**src/rtl/piso_stream_serializer.sv**
```systemverilog
// ============================================================================
// Module   : piso_stream_serializer
// Purpose  : Parallel-in / serial-out converter with valid/ready on both sides,
//            per-word bit order and beat count, zero-bubble word chaining.
// Revision : 1.0 - initial release
// ============================================================================
`default_nettype none

module piso_stream_serializer #(
  parameter  int WIDTH = 8,
  parameter  int LANES = 1,
  localparam int BEATS = WIDTH / LANES,
  localparam int CW    = $clog2(BEATS + 1)
) (
  input  logic             clk,
  input  logic             rst,
  input  logic             in_valid,
  output logic             in_ready,
  input  logic [WIDTH-1:0] in_data,
  input  logic             in_msb_first,
  input  logic [CW-1:0]    in_len,
  output logic             out_valid,
  input  logic             out_ready,
  output logic [LANES-1:0] out_data,
  output logic             out_last,
  output logic             busy
);

  localparam logic [0:0]    c_idle  = 1'b0;
  localparam logic [0:0]    c_shift = 1'b1;
  localparam logic [CW-1:0] c_beats = CW'(BEATS);

  logic [0:0]       r_state;
  logic [0:0]       w_state_nxt;
  logic [WIDTH-1:0] r_sr;
  logic [CW-1:0]    r_cnt;
  logic             r_msb;
  logic [CW-1:0]    w_cnt_load;
  logic             w_load;
  logic             w_xfer;

  // State register
  always_ff @(posedge clk or posedge rst) begin
    if (rst) begin
      r_state <= c_idle;
    end else begin
      r_state <= w_state_nxt;
    end
  end

  // Next-state logic: a final beat with a simultaneous load stays in SHIFT
  always_comb begin
    w_state_nxt = r_state;
    case (r_state)
      c_idle: begin
        if (w_load) w_state_nxt = c_shift;
      end
      c_shift: begin
        if (w_xfer && out_last && !w_load) w_state_nxt = c_idle;
      end
      default: w_state_nxt = c_idle;
    endcase
  end

  // Output logic
  always_comb begin
    out_valid = (r_state == c_shift);
    busy      = (r_state == c_shift);
    out_last  = (r_state == c_shift) && (r_cnt == '0);
    in_ready  = (r_state == c_idle) || (out_valid && out_ready && out_last);
    out_data  = '0;
    if (out_valid) begin
      out_data = r_msb ? r_sr[WIDTH-1 -: LANES] : r_sr[LANES-1:0];
    end
  end

  assign w_load = in_valid && in_ready;
  assign w_xfer = out_valid && out_ready;

  // Zero or out-of-range length means a full word
  always_comb begin
    if ((in_len == '0) || (in_len > c_beats)) begin
      w_cnt_load = c_beats - CW'(1);
    end else begin
      w_cnt_load = in_len - CW'(1);
    end
  end

  always_ff @(posedge clk or posedge rst) begin
    if (rst) begin
      r_sr  <= '0;
      r_cnt <= '0;
      r_msb <= 1'b0;
    end else if (w_load) begin
      r_sr  <= in_data;
      r_cnt <= w_cnt_load;
      r_msb <= in_msb_first;
    end else if (w_xfer) begin
      r_sr <= r_msb ? (r_sr << LANES) : (r_sr >> LANES);
      if (r_cnt != '0) r_cnt <= r_cnt - CW'(1);
    end
  end

endmodule

`default_nettype wire
```
**config.mk**
```make
export PLATFORM = sky130hd
export DESIGN_NAME = piso_stream_serializer
export DESIGN_NICKNAME = d
export VERILOG_FILES = /design/src/rtl/piso_stream_serializer.sv
export SDC_FILE = /design/constraint.sdc
export NUM_CORES = 1
export LEC_CHECK = 0
export BUFFER_PORTS_ARGS = -buffer_cell sky130_fd_sc_hd__clkbuf_2
export CORE_MARGIN = 10
export CORE_UTILIZATION = 35
export DETAILED_ROUTE_END_ITERATION = 8
export GPL_TIMING_DRIVEN = 0
export PLACE_DENSITY_LB_ADDON = 0.12
export SYNTH_ARGS = -nofsm -noshare
export SYNTH_HDL_FRONTEND = slang
export SYNTH_SLANG_ARGS = --single-unit
```
**constraint.sdc**
```tcl
create_clock -name clk -period 2.6 [get_ports clk]
set_input_delay 0 -clock clk [delete_from_list [all_inputs] [get_ports clk]]
set_output_delay 0 -clock clk [all_outputs]
set_load 0.02 [all_outputs]
```
==> results_dict.tcl <==
set metrics [dict create \
    outcome "complete, no violations" \
    p_leak_uw 0.000545 \
    synth-simple-area-share 0.179 \
    clockRootBuffer "clkbuf_4" \
    grt_max_degree 15 \
    rsz0062_at_grt "false" \
    critPathLaunchType "flip-flop" \
    final_hold_viol_count 0 \
    fillers 256 \
    cap_violations 0 \
    synth_compound_area_frac 0.212 \
    nNetsFinal 146 \
    drive_gt1_frac 0.278 \
    critPathMaxFanout 5 \
    rows 18 \
    tns_ns 0 \
    path_buf_inv 1 \
    wl_per_cell_um 13.8 \
    cpLargestDelayFamily "compound AO/OA/AOI/OAI gates" \
    core_sq_um 2480 \
    fmax_mhz 552 \
    whs_path_depth 3 \
    setup_viol 0 \
    maxSlewViolCount 0 \
    synth_edf_count 0 \
    power_density_nw_per_um2 904 \
    synthToLayoutAreaGrowth_pct 30.7 \
    portBuffers 21 \
    cts_tree "yes" \
    cp_num_cells 6 \
    antenna_found_initial 0 \
    diodes 0 \
    multi_input_area_sq_um 483 \
    slowest_delay_ns 0.45 \
    synth.area.mux_share 0.0937 \
    arrival_ns 1.98 \
    start_util 0.367 \
    worstPathRequired_ns 2.77 \
    path_class "flip-flop to flip-flop" \
    dieWidth_um 70.9 \
    seq_area_frac_synth 0.386 \
    synth_top_area_share 0.386 \
    drcViolationCount 0 \
    seqCellArea_sq_um 350 \
    worstPathCellList "inv_1 > ha_1 > nand2b_1 > o31ai_1 > nor3_1 > a211o_1" \
    ys_ff_latch 14 \
    yosysWarnings 0 \
    synth_area_per_cell_sq_um 9.98 \
    grt_pass1_vias 854 \
    detail-route-antenna-nets 0 \
    cts_resized 0 \
    h-tree-depth 1 \
    netlist_instances 91 \
    numPlacedInstances 142 \
    slew_headroom 0.635 \
    reg2reg_depth 6 \
    io_pins 22 \
    die_y_um 70.9 \
    numCtsBuffers 3 \
    total_power_uw 1070 \
    critPathCaptureType "flip-flop" \
    fin_crit_sh 0.697 \
    grt-ovfl-total 0 \
    vias_per_cell 5.08 \
    ys_types 35 \
    vias 793 \
    wl_mm 2.15 \
    stdcell_area_sq_um 1190 \
    first_iter_violations 51 \
    worstMarginPinSlew_ns 0.547 \
    gp_congestion 0.815 \
    synth_top_cells_by_area "dfrtp_1 39%, mux2i_1 7.7%, o221a_1 7.4%" \
    syn-num-nets 110 \
    dieArea_sq_um 5030 \
    irDropWorstVdd_mv 0.540 \
    placed_area_sq_um 1050 \
    period_needed_ns 1.81 \
    syn_area_sq_um 908 \
    yosys.area_share.xor_xnor 0.0193 \
    synth_adder_area_share 0.0275 \
    skew_ns 0.00196 \
    cts.sinks 14 \
    grt_use_total 0.0873 \
    synth-main-ff-cell "dfrtp_1" \
    synth_top_family_by_area "compound AO/OA/AOI/OAI gates" \
    slowest_stage "o31ai_1" \
    ys_async_sr_fraction 1.00 \
    worstHoldPathType "input pin to flip-flop" \
    cts_buffer_depth 2 \
    dp_hpwl_mm 1.66 \
    stdcell_count 156 \
    grt_pass1_wl_mm 3.77 \
    fin_hold_ws_ns 0.0146 \
    insertion_delay_ns 0.27 \
    synth_top_area_cell "dfrtp_1" \
    dr.pass1.iters 4 \
    clk_pin_slew_ns 0.09 \
]
==> synthesized netlist by cell type, types with 2 or more instances <==
cell and n:
dfrtp_1 14, nand2_1 7, nand3_1 9, a31oi_1 3, nor2_1 4, o221a_1 6
ha_1 2, buf_2 3, mux2i_1 7, inv_1 7, nor3_1 3, o21ai_0 3
==> logic make-up (layout without fill, tap and decap cells) <==
family                     after synthesis  in the layout
AOI/OAI and AO/OA                       23             23
xor gates and xnor gates                 2              2
adders and majority gates                2              2
buffers and inverters                   13             48
DFF                                     14             14
muxes                                    8              8
and+or+nand+nor                         29             29
==> metal layers <==
layer | part of all wire | vias to the layer above | GRT usage
li1 | - | 411 | -
met3 | 0.074 | 2 | 0.0391
met5 | 0 | - | 0
met1 | 0.48 | 362 | 0.103
met4 | 0.0037 | 0 | 0.0129
met2 | 0.45 | 18 | 0.144
==> timing repair <==
action | 4_1_cts | 5_1_grt
setup endpoints to repair | 0 | 0
buffers inserted | 0 | 0
hold buffers | 10 | 0
hold endpoints to repair | 23 | 0
==> state kept, by name (all words and copies together) (netlist names) <==
register  cells
r_sr          8
r_cnt         4
r_msb         1
busy          1
==> cell type report <==
| class | instances | area share |
|---|---|---|
| well taps | 30 | 0.0316 |
| inverters | 7 | 0.0221 |
| clock buffers | 4 | 0.0306 |
| multi-input cells | 64 | 0.407 |
| plain buffers | 6 | 0.0411 |
| repair buffers | 31 | 0.173 |
| flip-flops and latches | 14 | 0.295 |
==> worst min-delay path: cells and delay by family <==
family	cells	cell delay, ns
buffers and inverters	2	0.19
AND/OR/NAND/NOR	1	0.06
==> cell usage in the layout, fill, tap and decap left out <==
cell / netlist / routed
mux2_4: 1 / 1
or4_1: 1 / 1
nor4_1: 1 / 1
a211o_1: 1 / 1
clkbuf_8: 0 / 1
nand4bb_4: 1 / 1
clkbuf_2: 0 / 21
clkbuf_4: 0 / 3
a21oi_2: 1 / 1
nor2b_1: 1 / 1
nor3_1: 3 / 3
nor2_1: 4 / 4
nand2b_1: 1 / 1
nand2_1: 7 / 7
o311ai_0: 1 / 1
buf_8: 1 / 1
o31a_2: 1 / 1
o221a_1: 6 / 6
a31oi_1: 3 / 3
a311o_1: 1 / 1
a211oi_1: 1 / 1
a21oi_1: 1 / 1
o31ai_1: 1 / 1
xor2_1: 1 / 1
o21ai_0: 3 / 3
ha_1: 2 / 2
dlygate4sd3_1: 0 / 10
a21o_1: 1 / 1
nand3b_1: 1 / 1
mux2i_1: 7 / 7
inv_1: 7 / 7
buf_6: 1 / 1
buf_2: 3 / 3
o211ai_1: 1 / 1
dfrtp_1: 14 / 14
buf_4: 1 / 1
nand3_1: 9 / 9
o211a_1: 1 / 1
xnor2_1: 1 / 1
==> path summary, 6_finish.rpt <==
path,startpoint,slack [ns],endpoint
min in group asynchronous,rst,0.29,busy
hold reg to reg,r_sr[0],0.58,r_sr[0]
hold / removal,in_valid,0.01,busy
setup reg to reg,r_cnt[0],0.79,r_cnt[0]
max in group asynchronous,rst,1.95,r_cnt[3]
setup / recovery,r_cnt[0],0.79,r_cnt[0]
==> per-stage QoR <==
stage                util  setup slack [ns]
floorplan               -              1.03
global placement    0.424             0.836
detailed placement  0.424             0.805
CTS                 0.479             0.777
global route        0.479             0.659
finish              0.479             0.788
==> power by group <==
part	total, uW	internal [uW]	leakage (uW)	switching, uW
Sequential	405	316	0.000157	88.3
Combinational	514	266	0.000368	249
Clock	155	85.1	0.0000210	69.7
Total	1070	667	0.000545	407
Note: power is estimated with default switching activity, not from simulation.
